==> config.mk <==
export PLATFORM = sky130hd
export DESIGN_NAME = idu_decode_stage
export DESIGN_NICKNAME = d
export VERILOG_FILES = /design/src/rtl/idu_decode_stage.sv
export SDC_FILE = /design/constraint.sdc
export NUM_CORES = 1
export LEC_CHECK = 0
export BUFFER_PORTS_ARGS = -buffer_cell sky130_fd_sc_hd__buf_4
export CELL_PAD_IN_SITES_DETAIL_PLACEMENT = 1
export CELL_PAD_IN_SITES_GLOBAL_PLACEMENT = 2
export CORE_UTILIZATION = 30
export CTS_CLUSTER_DIAMETER = 30
export DETAILED_ROUTE_END_ITERATION = 12
export GPL_ROUTABILITY_DRIVEN = 0
export PLACE_DENSITY = 0.66
export SYNTH_ARGS = -nofsm -noshare
export SYNTH_HDL_FRONTEND = slang
export SYNTH_HIERARCHICAL = 1
export SYNTH_SLANG_ARGS = --single-unit
==> constraint.sdc <==
create_clock -name clk -period 1.8 [get_ports clk]
set_input_delay 0.36 -clock clk [delete_from_list [all_inputs] [get_ports clk]]
set_output_delay 0.36 -clock clk [all_outputs]
set_load 0.1 [all_outputs]
==> src/rtl/idu_decode_stage.sv <==
// RV32I(+M) registered decode stage: full opcode/funct3/funct7 decode into one
// instruction number, 2-entry skid buffer between valid/ready ports, illegal counter.
package idu_pkg;
   localparam int INST_NUM_W = 6;

   localparam logic [INST_NUM_W-1:0]
      NUM_INV    = 6'd0,
      NUM_LUI    = 6'd1,  NUM_AUIPC  = 6'd2,  NUM_JAL    = 6'd3,  NUM_JALR   = 6'd4,
      NUM_BEQ    = 6'd5,  NUM_BNE    = 6'd6,  NUM_BLT    = 6'd7,  NUM_BGE    = 6'd8,
      NUM_BLTU   = 6'd9,  NUM_BGEU   = 6'd10,
      NUM_LB     = 6'd11, NUM_LH     = 6'd12, NUM_LW     = 6'd13, NUM_LBU    = 6'd14,
      NUM_LHU    = 6'd15,
      NUM_SB     = 6'd16, NUM_SH     = 6'd17, NUM_SW     = 6'd18,
      NUM_ADDI   = 6'd19, NUM_SLTI   = 6'd20, NUM_SLTIU  = 6'd21, NUM_XORI   = 6'd22,
      NUM_ORI    = 6'd23, NUM_ANDI   = 6'd24, NUM_SLLI   = 6'd25, NUM_SRLI   = 6'd26,
      NUM_SRAI   = 6'd27,
      NUM_ADD    = 6'd28, NUM_SUB    = 6'd29, NUM_SLL    = 6'd30, NUM_SLT    = 6'd31,
      NUM_SLTU   = 6'd32, NUM_XOR    = 6'd33, NUM_SRL    = 6'd34, NUM_SRA    = 6'd35,
      NUM_OR     = 6'd36, NUM_AND    = 6'd37,
      NUM_ECALL  = 6'd38, NUM_EBREAK = 6'd39,
      NUM_MUL    = 6'd40, NUM_MULH   = 6'd41, NUM_MULHSU = 6'd42, NUM_MULHU  = 6'd43,
      NUM_DIV    = 6'd44, NUM_DIVU   = 6'd45, NUM_REM    = 6'd46, NUM_REMU   = 6'd47;
endpackage

module idu_decoder
   import idu_pkg::*;
#(
   parameter bit EN_MUL = 1'b0
) (
   input  logic [31:0]           inst,
   output logic [INST_NUM_W-1:0] num,
   output logic                  illegal
);
   logic [6:0] opc;
   logic [2:0] f3;
   logic [6:0] f7;

   assign opc = inst[6:0];
   assign f3  = inst[14:12];
   assign f7  = inst[31:25];

   always_comb begin
      num = NUM_INV;
      case (opc)
         7'b0110111: num = NUM_LUI;
         7'b0010111: num = NUM_AUIPC;
         7'b1101111: num = NUM_JAL;
         7'b1100111: if (f3 == 3'b000) num = NUM_JALR;
         7'b1100011: begin
            case (f3)
               3'b000:  num = NUM_BEQ;
               3'b001:  num = NUM_BNE;
               3'b100:  num = NUM_BLT;
               3'b101:  num = NUM_BGE;
               3'b110:  num = NUM_BLTU;
               3'b111:  num = NUM_BGEU;
               default: num = NUM_INV;
            endcase
         end
         7'b0000011: begin
            case (f3)
               3'b000:  num = NUM_LB;
               3'b001:  num = NUM_LH;
               3'b010:  num = NUM_LW;
               3'b100:  num = NUM_LBU;
               3'b101:  num = NUM_LHU;
               default: num = NUM_INV;
            endcase
         end
         7'b0100011: begin
            case (f3)
               3'b000:  num = NUM_SB;
               3'b001:  num = NUM_SH;
               3'b010:  num = NUM_SW;
               default: num = NUM_INV;
            endcase
         end
         7'b0010011: begin
            case (f3)
               3'b000:  num = NUM_ADDI;
               3'b010:  num = NUM_SLTI;
               3'b011:  num = NUM_SLTIU;
               3'b100:  num = NUM_XORI;
               3'b110:  num = NUM_ORI;
               3'b111:  num = NUM_ANDI;
               3'b001:  if (f7 == 7'b0000000) num = NUM_SLLI;
               3'b101: begin
                  if (f7 == 7'b0000000)      num = NUM_SRLI;
                  else if (f7 == 7'b0100000) num = NUM_SRAI;
               end
               default: num = NUM_INV;
            endcase
         end
         7'b0110011: begin
            if (f7 == 7'b0000000) begin
               case (f3)
                  3'b000:  num = NUM_ADD;
                  3'b001:  num = NUM_SLL;
                  3'b010:  num = NUM_SLT;
                  3'b011:  num = NUM_SLTU;
                  3'b100:  num = NUM_XOR;
                  3'b101:  num = NUM_SRL;
                  3'b110:  num = NUM_OR;
                  default: num = NUM_AND;
               endcase
            end else if (f7 == 7'b0100000) begin
               if (f3 == 3'b000)      num = NUM_SUB;
               else if (f3 == 3'b101) num = NUM_SRA;
            end else if (f7 == 7'b0000001 && EN_MUL) begin
               // M-extension codes are contiguous in funct3 order
               num = NUM_MUL + {3'b000, f3};
            end
         end
         7'b1110011: begin
            if (inst == 32'h0000_0073)      num = NUM_ECALL;
            else if (inst == 32'h0010_0073) num = NUM_EBREAK;
         end
         default: num = NUM_INV;
      endcase
   end

   assign illegal = (num == NUM_INV);
endmodule

module idu_decode_stage
   import idu_pkg::*;
#(
   parameter int ISA_WIDTH     = 32,
   parameter int NUM_WIDTH     = INST_NUM_W,
   parameter bit EN_MUL        = 1'b0,
   parameter int ILL_CNT_WIDTH = 16
) (
   input  logic                     clk,
   input  logic                     rst,
   input  logic                     flush,
   input  logic                     in_valid,
   output logic                     in_ready,
   input  logic [ISA_WIDTH-1:0]     in_inst,
   input  logic [ISA_WIDTH-1:0]     in_pc,
   output logic                     out_valid,
   input  logic                     out_ready,
   output logic [ISA_WIDTH-1:0]     out_inst,
   output logic [ISA_WIDTH-1:0]     out_pc,
   output logic [NUM_WIDTH-1:0]     out_inst_num,
   output logic                     out_illegal,
   output logic [ILL_CNT_WIDTH-1:0] ill_cnt
);
   typedef struct packed {
      logic [ISA_WIDTH-1:0] inst;
      logic [ISA_WIDTH-1:0] pc;
      logic [NUM_WIDTH-1:0] num;
      logic                 illegal;
   } ent_t;

   logic [INST_NUM_W-1:0] dec_num;
   logic                  dec_illegal;
   ent_t                  dec_ent;
   ent_t                  mem [2];
   ent_t                  head;
   logic                  wr_ptr, rd_ptr;
   logic [1:0]            cnt;
   logic                  push, pop;

   idu_decoder #(.EN_MUL(EN_MUL)) u_dec (
      .inst    (in_inst[31:0]),
      .num     (dec_num),
      .illegal (dec_illegal)
   );

   always_comb begin
      dec_ent         = '0;
      dec_ent.inst    = in_inst;
      dec_ent.pc      = in_pc;
      dec_ent.num     = NUM_WIDTH'(dec_num);
      dec_ent.illegal = dec_illegal;
   end

   // in_ready depends on registered count only, so no out_ready -> in_ready path
   assign in_ready  = (cnt != 2'd2);
   assign out_valid = (cnt != 2'd0);
   assign push      = in_valid & in_ready;
   assign pop       = out_valid & out_ready;

   always_ff @(posedge clk or negedge rst) begin
      if (!rst) begin
         mem[0]  <= '0;
         mem[1]  <= '0;
         wr_ptr  <= 1'b0;
         rd_ptr  <= 1'b0;
         cnt     <= 2'd0;
         ill_cnt <= '0;
      end else if (flush) begin
         wr_ptr <= 1'b0;
         rd_ptr <= 1'b0;
         cnt    <= 2'd0;
      end else begin
         if (push) begin
            mem[wr_ptr] <= dec_ent;
            wr_ptr      <= ~wr_ptr;
         end
         if (pop) rd_ptr <= ~rd_ptr;
         case ({push, pop})
            2'b10:   cnt <= cnt + 2'd1;
            2'b01:   cnt <= cnt - 2'd1;
            default: cnt <= cnt;
         endcase
         if (push && dec_illegal && !(&ill_cnt))
            ill_cnt <= ill_cnt + ILL_CNT_WIDTH'(1);
      end
   end

   assign head         = mem[rd_ptr];
   assign out_inst     = head.inst;
   assign out_pc       = head.pc;
   assign out_inst_num = head.num;
   // stale entry contents are harmless when empty, but illegal must read 0
   assign out_illegal  = out_valid & head.illegal;
endmodule

Word level (Yosys, flattened, before mapping)
Index checks and enable logic that the tools add are counted.
- $add $sub $neg: 3
- order comparisons: 3
- eq/ne operators: 23
- multiplexer cells: 28
- bitwise operators: 8
- reductions and logical operators: 14
- operators by type and width (cell ; count):
    2-to-1 mux 71 bit ; 4
    bitwise mux 142 bit ; 1
    demux 71 bit (select 1 bit) ; 1
    one-hot mux 6 bit (10 select lines) ; 1
    one-hot mux 6 bit (8 select lines) ; 1
    2-to-1 mux 6 bit ; 7
    one-hot mux 6 bit (7 select lines) ; 1
    equality test 32 x 21 -> 1 bit (second input constant) ; 1
    equality test 32 x 7 -> 1 bit (second input constant) ; 1
    equality test 7 x 6 -> 1 bit (second input constant) ; 4
    equality test 7 bit (second input constant) ; 4
    one-hot mux 4 bit (6 select lines) ; 1
    one-hot mux 4 bit (5 select lines) ; 1
    adder 16 x 1 -> 16 bit (second input constant) ; 1
    AND reduction 16 bit ; 1
    one-hot mux 5 bit (3 select lines) ; 1
    equality test 7 x 5 -> 1 bit (second input constant) ; 2
    equality test 3 bit (second input constant) ; 4
    2-to-1 mux 5 bit ; 2
    equality test 7 x 2 -> 1 bit (second input constant) ; 1
    logical NOT 7 bit ; 1
    equality test 3 x 2 -> 1 bit (second input constant) ; 2
    logical NOT 6 bit ; 1
    nonzero test 2 bit ; 3
    other kinds (20) ; 32
- register bits: 162
- output and inout bits: 89
- word-level logic and storage cells: 91

Longest topological paths before layout
Gate-level depths: netlist of the first run.
- depth after elaboration: 10
- gate-level depth with buffers: 13
- depth with buffers taken out: 10

Cells and area by module
Netlist of the first run, hierarchy kept.
- by module, submodules not included (module ; instances ; cells an instance ; area each (um^2) ; seq. area each (um^2)):
    idu_decode_stage ; 1 ; 484 ; 7143.1 ; 4053.9
    idu_decoder ; 1 ; 123 ; 799.5 ; 0.0

Worst setup path after synthesis of the first run
Ideal clock, no wire load.
- path type: input to register
- from: input in_inst[6]
- to: register ill_cnt[11]
- setup time: 162 ps
- arrival: 3042 ps
- data required time: 1638 ps
- setup slack: -1404 ps
- cell stages on the path: 12
- path buffers: 2
- cells stage by stage: clkbuf_2 nor4b_1 nand4_1 nor3_2 a221o_1 or4_4 nor4_2 nand3_4 or3_1 buf_6 nor4_4 xor2_1
- longest elaborated chain between the ends: 8
- elaborated cells between the ends (all ways): 19
- ends and longest elaborated chain (element ; RTL line ; text):
    from (decl) ; 138 ; input logic [ISA_WIDTH-1:0] in_inst,
    equality test 32 x 21 -> 1 bit ; 116 ; else if (inst == 32'h0010_0073) num = NUM_EBREAK;
    2-to-1 mux 6 bit ; 116 ;
    2-to-1 mux 6 bit ; 115 ; if (inst == 32'h0000_0073) num = NUM_ECALL;
    one-hot mux 6 bit (10 select lines) * ; 44 ; case (opc)
    named net dec_num[0] ; 155 ; logic [INST_NUM_W-1:0] dec_num;
    logical NOT 6 bit * ; 122 ; assign illegal = (num == NUM_INV);
    named net dec_illegal ; 156 ; logic dec_illegal;
    logical AND 1 bit * (2 in a row) ; 207 ; if (push && dec_illegal && !(&ill_cnt))
    AND reduction 2 bit (no line) * ; -- ;
    to (signal assigned) ; 208 ; ill_cnt <= ill_cnt + ILL_CNT_WIDTH'(1);
    to (decl) ; 146 ; output logic [ILL_CNT_WIDTH-1:0] ill_cnt
The timed path passes the listed nets; every way through them passes the cells marked *.
A chain may end at the register's enable or synchronous reset.

Worst setup path after layout of the first run
- from: input in_inst[0]
- to: register ill_cnt[14]
The elaborated chain is that of the path after synthesis.

==> impl_results.md, run 1 <==
- Area delta synth->final: 54.85%
- Worst r2r src: ill_cnt[1]$_DFFE_PN0P_
- Synth Warn #: 6
- CTS clk-pin slew, worst paths: 0.08 ns
- FF-to-FF setup slack: -0.05 ns
- Gate Count Post-Synth: 607
- Predominant post-synthesis flop cell: dfrtp_1
- # port buffers: 157
- Most Used Layer, Global Route: met2
- Reg2Reg Depth: 7
- Final Cycle Share: 154.0%
- Synth Area per Inst: 13.09 um2
- Cell area after synthesis: 0.007943 mm2
- Leak pwr: 5.568 nW
- Peak supply drop: 1061 uV
- FP Rows: 59
- Die ar.: 0.02713 mm2
- Clock sink count: 162
- Post-route cell area: 0.01230 mm2
- Status: complete, but fails checks
- Sequential share of the synthesized area: 51.04%
- Hold endpoint: mem[19]$_DFFE_PN0P_
- Final setup skew: 0.01074 ns
- Global Route met3 Usage: 4.319%
- Count of unique library cells instantiated by Yosys: 61
- Achievable Freq: 0.3608 GHz
- Detailed Route Iter0 Violations: 207
- GR Overflow Total: 0
- Relative slew slack: 54.26%
- Via/cell ratio: 4.864
- Largest net degree at the start of global routing: 43
- Clk root buf: clkbuf_16
- Worst Tran Pin Value: 0.6809 ns
- First-pass GRT wire length: 37.04 mm
- Hpwl dp: 16.18 mm
- Min Hold Slack: 0.1659 ns
- Post-route antenna net violation count: 0
- Post-Route WL: 23.38 mm
- I/O pins: 158
- Worst Path Required: 2.12 ns
- Hold Crit Start: in_pc[12]
- Final core occ: 47.33%
- CTS Buf Count: 17
- Failing checks: setup timing
- Async SR Flop Fraction: 100.0%
- EDFF count, synth: 0
- Fin. Hold Viols: 0
- Layout cells sized above 1: 64.99%
- Nets: 954
- Vias in the first global route: 6,774
- Placed Area: 0.01043 mm2
- Pwr/cell area: 1340 mW/mm2
- CP arrival: 3.09 ns
- Crit start category: input pin
- Maxcap violations: 0
- Synthesis-stage register bit count: 162
- Initial antenna violation count: 0
- Die height: 164.7 um
- Min Clock Period, post-route: 2.772 ns
- RR Endpoint: ill_cnt[11]$_DFFE_PN0P_
- TritonCTS clock tree: done
- Worst Slack Setup Final: -0.9719 ns
- Final setup vio count: 97
- Core Footprint: 0.02598 mm2
- GR Layer Usage met2: 32.14%
- Unrepaired setup endpoints after global routing: true
- Hold Path Class: in2reg
- Wirelength per Cell: 18.97 um
- CP endpoint kind: flop
- Worst hold path depth: 2
- Die X: 164.7 um
- Tot Pwr: 16.49 mW
- H-tree Lvls: 4
- ANT cells: 0
- Pre-CTS setup slack: -1.499 ns
- DR pass1 iterations: 4
- Fillers: 2,617
- Slew Limit Fails: 0
- GR Util All Layers: 17.84%
- Net Count, Synth: 677
- Clk_lat worst skew: 0.43 ns
- DR vias: 5,992
- M1 GR Usage: 21.08%
- Initial core utilization: 30.57%
- CTS max path bufs: 2
- CP max FO: 5
- Drt drc: 0
- Crit Path Class: in2reg
==> synthesized netlist by cell type, types with 4 or more instances <==
library cell / number / area [um2]
xor2_1: 9 / 78.83
mux2_2: 207 / 2331
nand2_1: 26 / 97.59
nor2_1: 21 / 78.83
a21oi_1: 11 / 55.05
nand4_1: 5 / 31.28
o21ai_0: 11 / 55.05
nand3_1: 8 / 40.04
nand2b_1: 6 / 37.54
nor2b_1: 5 / 31.28
buf_2: 17 / 85.08
nor3_1: 9 / 45.04
nor4_1: 6 / 37.54
and3_1: 4 / 25.02
dfrtp_1: 162 / 4054
clkbuf_1: 9 / 33.78
mux2_1: 8 / 90.09
xnor2_1: 6 / 52.55
inv_1: 11 / 41.29
==> layout by cell type, fill, tap and decap left out, types with 6 or more instances in the layout <==
cell type and count:
buf_4 180, mux2_2 177, dfrtp_1 161, buf_6 57, buf_12 42, mux2_4 30, nand2_1 23, clkbuf_16 18
nor2_1 16, inv_1 10, o21ai_0 10, xor2_1 9, a21oi_1 8, mux2_1 8, nor4_4 7, nand3_1 6
nor3_1 6, clkinv_8 6
==> final cells by class <==
cell class                 count  area, um2  area share (%)
tap                          335      419.2           3.408
clock buffer                  17      425.4           3.459
clock inverter                15      215.2           1.750
inverter                      11      41.29          0.3357
timing repair buffer         291       3082           25.06
sequential                   162       4058           32.99
multi-input combinational    401       4059           33.00
==> stage by stage <==
stage,setup TNS (ns),instances
floorplan,-18.03,607
global placement,-32.85,1174
detailed placement,-35.90,1174
CTS,-41.21,1225
global route,-46.46,1232
finish,-40.58,1232
==> registers in the layout, summed over array words and instances, names as in the netlist <==
| register | count |
|---|---|
| wr_ptr | 1 |
| rd_ptr | 1 |
| ill_cnt | 16 |
| mem | 142 |
| cnt | 2 |
==> where the power goes <==
group          total (mW)  switching [mW]  leakage (nW)  internal [mW]
clock network        3.84            1.79         0.310           2.04
registers            5.03           0.490          1.96           4.54
logic                7.62            4.81          3.30           2.82
==> cell families (layout without fill, tap and decap cells) <==
family                   Yosys count  in the layout  share of synthesized area [%]
multiplexers                     218            218                          30.86
flip-flops                       162            162                          51.04
AND/OR/NAND/NOR                  122            122                          9.515
AO/OA/AOI/OAI                     45             45                          4.080
buffers and inverters             44            334                          2.694
XOR/XNOR                          15             15                          1.654
adder cells (fa/ha/maj)            1              1                         0.1575
==> worst max-delay path by stage <==
stage                                    to  slack [ns]   startpoint  cells past startpoint
global route         ill_cnt[7]$_DFFE_PN0P_       -1.10  in_inst[14]                     11
finish              ill_cnt[14]$_DFFE_PN0P_       -0.97   in_inst[0]                     11
detailed placement   ill_cnt[5]$_DFFE_PN0P_       -1.50   in_inst[3]                     14
global placement     ill_cnt[5]$_DFFE_PN0P_       -1.42   in_inst[3]                     14
CTS                  ill_cnt[5]$_DFFE_PN0P_       -0.92   in_inst[0]                     11
floorplan            ill_cnt[7]$_DFFE_PN0P_       -1.07   in_inst[6]                     12
==> per-layer routing <==
metal	vias to the layer above	share of wire (%)
met1	3099	41
met5	-	0
met2	119	54
li1	2756	-
met4	0	1.1
met3	18	4.5
==> worst max-delay path: stages <==
cell	delay (ns)
buf_8	0.10
or4bb_4	0.24
nand4b_4	0.15
nor3_4	0.06
a221o_1	0.36
or4_4	0.56
nor4_4	0.36
nand4_1	0.23
buf_4	0.20
nor3_4	0.13
mux2_4	0.32
==> timing repair <==
| item | 4_1_cts | 5_1_grt |
|---|---|---|
| pin swaps | 15 | 11 |
| gates cloned | 6 | 1 |
| gates resized for setup | 159 | 62 |
| buffers inserted | 14 | 8 |
| hold endpoints to repair | 34 | 0 |
| setup endpoints to repair | 120 | 102 |
| hold buffers | 1 | 0 |
Power figures use the tool's default switching activity.
==> inputs of run 2 (changes only) <==
--- a/config.mk
+++ b/config.mk
@@ -12,7 +12,7 @@
 export CTS_CLUSTER_DIAMETER = 30
 export DETAILED_ROUTE_END_ITERATION = 12
 export GPL_ROUTABILITY_DRIVEN = 0
-export PLACE_DENSITY = 0.66
+export PLACE_DENSITY = 0.64
 export SYNTH_ARGS = -nofsm -noshare
 export SYNTH_HDL_FRONTEND = slang
 export SYNTH_HIERARCHICAL = 1
==> constraint.sdc (replaced) <==
create_clock -name clk -period 3.3 [get_ports clk]
set_input_delay 0.66 -clock clk [delete_from_list [all_inputs] [get_ports clk]]
set_output_delay 0.66 -clock clk [all_outputs]
set_load 0.1 [all_outputs]
==> impl_results.md, run 2 (same netlist as run 1, synthesis figures left out) <==
- CP arrival: 3.52 ns (+0.43 ns)
- Area delta synth->final: 34.50%
- Largest net degree at the start of global routing: 85 (+98%)
- Drt drc: 0 (unchanged)
- Worst Slack Setup Final: 0.1297 ns (+1.102 ns)
- Hold Path Class: in2async
- Placed cells: 1,144 (-2.6%)
- Commonest non-fill, non-tap cell in the layout: buf_4
- Clk root buf: clkbuf_16
- Pwr/cell area: 779.9 mW/mm2 (-42%)
- Die ar.: 0.02713 mm2 (unchanged)
- Buf+Inv Stages, Crit Path: 2 (unchanged)
- Slew Limit Fails: 0 (unchanged)
- Crit Path Class: in2reg
- CTS max path bufs: 2 (unchanged)
- Initial antenna violation count: 0 (unchanged)
- Final Cycle Share: 96.07%
- Core Footprint: 0.02598 mm2 (unchanged)
- Leak pwr: 4.835 nW (-13%)
- Flop pwr share: 33.1% (+2.6 points)
- Relative slew slack: 45.54% (-8.7 points)
- Crit path to: ill_cnt[9]$_DFFE_PN0P_
- Levels on crit path: 12 (+1)
- Achievable Freq: 0.3154 GHz
- CTS Buf Count: 17 (unchanged)
- Crit path max-delay family: simple AND/OR/NAND/NOR gates
- Layout Cells excl Fill: 1,176 (-4.5%)
- RR Endpoint: mem[51]$_DFFE_PN0P_
- Final setup vio count: 0 (-100%)
- Hpwl dp: 15.57 mm (-3.8%)
- Worst r2r src: cnt[0]$_DFFE_PN0P_
- Status: completed
- Min Clock Period, post-route: 3.170 ns
- GR Overflow Total: 0 (unchanged)
- DR pass1 iterations: 4 (unchanged)
- Slowest stage delay, CP: 0.46 ns (-0.10 ns)
- Post-Route WL: 21.65 mm (-7.4%)
- Crit start category: input pin
- Clock sink count: 162 (unchanged)
- Reg2Reg Depth: 4 (-3)
- Hold buffer count at cts: 0 (-1)
- Cell Chain, Critical Path: buf_4, or4bb_4, nand4b_2, nor3_2, a221o_1, or4_4, nor4_4, nand3_4, or3_4, buf_12, a211oi_2, xnor2_1
- CP startpoint: in_inst[1]
- TritonCTS clock tree: done
- Worst Path Required: 3.65 ns (+1.53 ns)
- Die height: 164.7 um (unchanged)
- Via/cell ratio: 4.865 (about the same)
- Slowest-stage cell, CP: nor4_4
- CP max FO: 6 (+1)
- Vias in the first global route: 6,534 (-3.5%)
- Unrepaired setup endpoints after global routing: false
- Layout cells sized above 1: 59.22% (-5.8 points)
- Fin. Hold Viols: 0 (unchanged)
- H-tree Lvls: 4 (unchanged)
- Die X: 164.7 um (unchanged)
- CP endpoint kind: flop
- Wirelength per Cell: 18.41 um (-3.0%)
- I/O pins: 158 (unchanged)
- FP Rows: 59 (unchanged)
- Min Hold Slack: 0.3009 ns (+0.1350 ns)
- GR Util All Layers: 16.70% (-1.1 points)
- Most frequent cells in the layout: 230 x buf_4, 207 x mux2_2, 161 x dfrtp_1
- Peak supply drop: 558.3 uV (-47%)
- FF-to-FF setup slack: 1.13 ns (+1.18 ns)
- Largest Register: mem
- DR vias: 5,721 (-4.5%)
- Maxcap violations: 0 (unchanged)
- Final setup skew: 0.01006 ns (-0.0006838 ns)
- Clk_lat worst skew: 0.43 ns (about the same)
- Worst Tran Pin Value: 0.8169 ns (+0.1360 ns)
- Clock network power share: 25.1% (+1.8 points)
- Initial core utilization: 30.57% (unchanged)
- Psw: 3.612 mW (-49%)
- CTS clk-pin slew, worst paths: 0.07 ns (about the same)
- Logic pwr share: 41.8% (-4.4 points)
- Nets: 898 (-5.9%)
- Int Pwr: 4.720 mW (-50%)
- Biggest regs: mem x142, ill_cnt x16, cnt x2
- Post-route antenna net violation count: 0 (unchanged)
- Max reg flops: 142 (unchanged)
- ANT cells: 0 (unchanged)
- Pre-CTS setup slack: -0.3246 ns (+1.174 ns)
- # port buffers: 157 (unchanged)
- Sw Share: 43.35% (+0.33 points)
- Detailed Route Iter0 Violations: 195 (-5.8%)
- First-pass GRT wire length: 34.64 mm (-6.5%)
[run 2: cell count changes in the layout (fill, tap and decap cells not counted), sizes merged]
cell and delta:
buf -54, clkinv -2, inv -1, bufinv +2, dlygate4sd3 -1
[run 2: worst min path at each step]
| stage | start | endpoint | slack (ns) |
|---|---|---|---|
| after detailed placement | mem[124]$_DFFE_PN0P_ | mem[124]$_DFFE_PN0P_ | 0.47 |
| after global routing | rst | mem[49]$_DFFE_PN0P_ | 0.35 |
| after global placement | mem[128]$_DFFE_PN0P_ | mem[128]$_DFFE_PN0P_ | 0.46 |
| after floorplan | rst | cnt[0]$_DFFE_PN0P_ | 0.36 |
| after CTS | rst | mem[49]$_DFFE_PN0P_ | 0.32 |
| final | rst | mem[50]$_DFFE_PN0P_ | 0.30 |
[run 2: final cells by class]
type | instances | area [um2]
Tap cell | 335 | 419.2
Inverter | 11 | 41.29
Clock inverter | 14 | 192.7
Clock buffer | 18 | 429.2
Fill cell | 2762 | 15300
Timing Repair Buffer | 235 | 1818
Sequential cell | 162 | 4058
Multi-Input combinational cell | 401 | 3725
[run 2: timing repair]
item / in CTS / in global routing
setup buffers: 0 / 0
setup endpoints to repair: 0 / 5
resized for setup: 0 / 2
[run 2: power by group through the flow]
stage / registers [mW] / logic (mW) / clock network, mW
3_3_place_gp: 2.74 / 3.45 / 0
6_report: 2.76 / 3.48 / 2.09
5_1_grt: 2.83 / 3.64 / 2.24
2_1_floorplan: 2.91 / 2.62 / 0
4_1_cts: 2.76 / 3.52 / 2.17
3_5_place_dp: 2.80 / 3.51 / 0
[run 2: metal layers]
layer,vias to the layer above,track usage [%],share of wire [%]
li1,2636,-,-
met1,2947,20.54,43
met2,113,28.57,51
met3,25,3.214,4.1
met4,0,6.797,2.3
met5,-,0,0
[run 2: worst reg2reg max path: cells and delay by family, from the launching register on]
family,cells,cell delay [ns]
buf+inv,1,0.41
mux,1,0.39
flops,1,0.42
simple gates,2,0.84
[run 2: stage by stage]
step           util [%]  total power [mW]  setup TNS, ns  area, um2
6_report          41.11             8.331              0      10680
5_1_grt           41.11             8.706              0      10680
4_1_cts           41.03             8.447              0      10660
3_5_place_dp      38.64             6.309         -3.036      10040
3_3_place_gp      38.64             6.197         -1.838      10040
2_1_floorplan         -             5.532              0       7955
==> inputs of run 3 (changes only) <==
--- a/config.mk
+++ b/config.mk
@@ -9,6 +9,7 @@
 export CELL_PAD_IN_SITES_DETAIL_PLACEMENT = 1
 export CELL_PAD_IN_SITES_GLOBAL_PLACEMENT = 2
 export CORE_UTILIZATION = 30
+export CTS_BUF_LIST = sky130_fd_sc_hd__clkbuf_4
 export CTS_CLUSTER_DIAMETER = 30
 export DETAILED_ROUTE_END_ITERATION = 12
 export GPL_ROUTABILITY_DRIVEN = 0
==> impl_results.md, run 3 (same netlist as run 1, synthesis figures left out) <==
- Initial antenna violation count: 1 (+1)
- Slowest-stage cell, CP: or4_4
- Hold buffer count at cts: 0 (unchanged)
- Hold Path Class: in2async
- Leak pwr: 4.701 nW (-2.8%)
- CTS Buf Count: 17 (unchanged)
- Fillers: 2,809 (+1.7%)
- Max reg flops: 142 (unchanged)
- Biggest regs: mem x142, ill_cnt x16, cnt x2
- I/O pins: 158 (unchanged)
- Maxcap violations: 0 (unchanged)
- CP endpoint kind: flop
- Final setup skew: 0.02522 ns (+0.01516 ns)
- Largest Register: mem
- GR Util All Layers: 16.68% (-0.021 points)
- Largest net degree at the start of global routing: 85 (unchanged)
- Post-Route WL: 21.57 mm (-0.35%)
- DR vias: 5,734 (+0.23%)
- Most frequent cells in the layout: 230 x buf_4, 207 x mux2_2, 161 x dfrtp_1
- Setup TNS: 0 ns (unchanged)
- Hpwl dp: 15.57 mm (unchanged)
- TritonCTS clock tree: done
- Worst Slack Setup Final: 0.2727 ns (+0.1429 ns)
- Achievable Freq: 0.3303 GHz (+4.7%)
- Post-CTS Repair Setup Buffers: 0 (unchanged)
- Placed cells: 1,144 (unchanged)
- Count of cells resized by post-cts repair: 0 (unchanged)
- Relative slew slack: 45.45% (-0.089 points)
- CP max FO: 6 (unchanged)
- Die height: 164.7 um (unchanged)
- Pre-CTS setup slack: -0.3246 ns (unchanged)
- Die X: 164.7 um (unchanged)
- DR pass1 iterations: 4 (unchanged)
- Crit Path Class: in2reg
- Unrepaired setup endpoints after global routing: false
- Pwr/cell area: 731.1 mW/mm2 (-6.3%)
- Clock sink count: 162 (unchanged)
- Commonest non-fill, non-tap cell in the layout: buf_4
- Int Pwr: 4.054 mW (-14%)
- Min Clock Period, post-route: 3.027 ns (-0.1429 ns)
- Slowest stage delay, CP: 0.54 ns (+0.08 ns)
- Peak supply drop: 557.4 uV (-0.17%)
- Final Cycle Share: 91.74% (-4.3 points)
- Clk root buf: clkbuf_4
- Fin. Hold Viols: 0 (unchanged)
- Min Hold Slack: 0.1411 ns (-0.1598 ns)
- Wirelength per Cell: 18.33 um (-0.44%)
- Psw: 3.527 mW (-2.3%)
- Sw Share: 46.52% (+3.2 points)
- Detailed Route Iter0 Violations: 200 (+2.6%)
- Core Footprint: 0.02598 mm2 (unchanged)
- First-pass GRT wire length: 34.58 mm (-0.18%)
- Via/cell ratio: 4.872 (+0.14%)
- Tot Pwr: 7.581 mW (-9.0%)
- Post-route antenna net violation count: 0 (unchanged)
- Die ar.: 0.02713 mm2 (unchanged)
- Clk_lat worst skew: 0.58 ns (+0.15 ns)
- Cell Chain, Critical Path: buf_4, or4bb_4, nand4b_2, nor3_2, a221o_1, or4_4, nor4_4, nand3_4, or3_1, buf_12, a211oi_2, xnor2_1
- FP Rows: 59 (unchanged)
- # port buffers: 157 (unchanged)
- Vias in the first global route: 6,479 (-0.84%)
- Layout cells sized above 1: 59.10% (-0.12 points)
- Worst Tran Pin Value: 0.8183 ns (+0.001343 ns)
- Flop pwr share: 36.3% (+3.2 points)
- CTS max path bufs: 2 (unchanged)
- Clock network power share: 17.8% (-7.3 points)
- Final setup vio count: 0 (unchanged)
- GR Overflow Total: 0 (unchanged)
- Initial core utilization: 30.57% (unchanged)
- Logic pwr share: 45.9% (+4.1 points)
- CP arrival: 3.54 ns (+0.02 ns)
- Layout Cells excl Fill: 1,177 (+0.085%)
- Crit start category: input pin
- CTS clk-pin slew, worst paths: 0.16 ns (+0.09 ns)
- Worst Path Required: 3.81 ns (+0.16 ns)
- Nets: 898 (unchanged)
- Drt drc: 0 (unchanged)
- Status: completed
- Area delta synth->final: 30.56%
- Slew Limit Fails: 0 (unchanged)
- H-tree Lvls: 4 (unchanged)
[run 3: changes by cell type in the layout (fill, tap and decap cells not counted), sizes merged]
cell / change
diode: +1
[run 3: path summary, 6_finish.rpt]
path / from / endpoint / slack [ns] / cells past startpoint
setup / recovery: in_inst[1] / ill_cnt[9]$_DFFE_PN0P_ / 0.27 / 12
hold / removal: rst / mem[49]$_DFFE_PN0P_ / 0.14 / 1
setup reg to reg: cnt[0]$_DFFE_PN0P_ / mem[51]$_DFFE_PN0P_ / 1.14 / 4
hold reg to reg: mem[124]$_DFFE_PN0P_ / mem[124]$_DFFE_PN0P_ / 0.50 / 1
max in group asynchronous: rst / ill_cnt[4]$_DFFE_PN0P_ / 2.39 / 2
min in group clk: flush / rd_ptr$_DFFE_PN0P_ / 0.26 / 2
[run 3: stage by stage]
step,instance area (um2),utilization (%)
after floorplan,7955,-
after global placement,10040,38.64
after detailed placement,10040,38.64
after CTS,10370,39.90
after global routing,10370,39.91
final,10370,39.91
[run 3: final cells by class]
class                   instances  area (um2)  share of cell area, %
clock inverters                14       192.7                  1.858
repair buffers                235        1818                  17.53
clock buffers                  18       135.1                  1.303
multi-input cells             401        3704                  35.71
inverters                      11       41.29                 0.3982
flip-flops and latches        162        4058                  39.13
well taps                     335       419.2                  4.042
diodes                          1       2.502                0.02413
[run 3: routing by layer]
layer,part of all wire (%),global-route usage [%],up-vias
li1,-,-,2640
met3,4.2,3.415,25
met1,43,20.51,2955
met2,51,28.63,114
met5,0,0,-
met4,2.1,6.255,0
[run 3: power groups by stage]
stage	Clock (mW)	Combinational [mW]	Sequential (mW)
final	1.35	3.48	2.75
after global routing	1.49	3.63	2.82
after CTS	1.42	3.52	2.76
after detailed placement	0	3.51	2.80
after global placement	0	3.45	2.74
after floorplan	0	2.62	2.91
[run 3: worst max-delay path, delay by kind of cell]
family	cells	cell delay, ns
AOI/OAI and AO/OA	2	0.61
and+or+nand+nor	7	1.81
buffers and inverters	2	0.29
xor gates and xnor gates	1	0.16
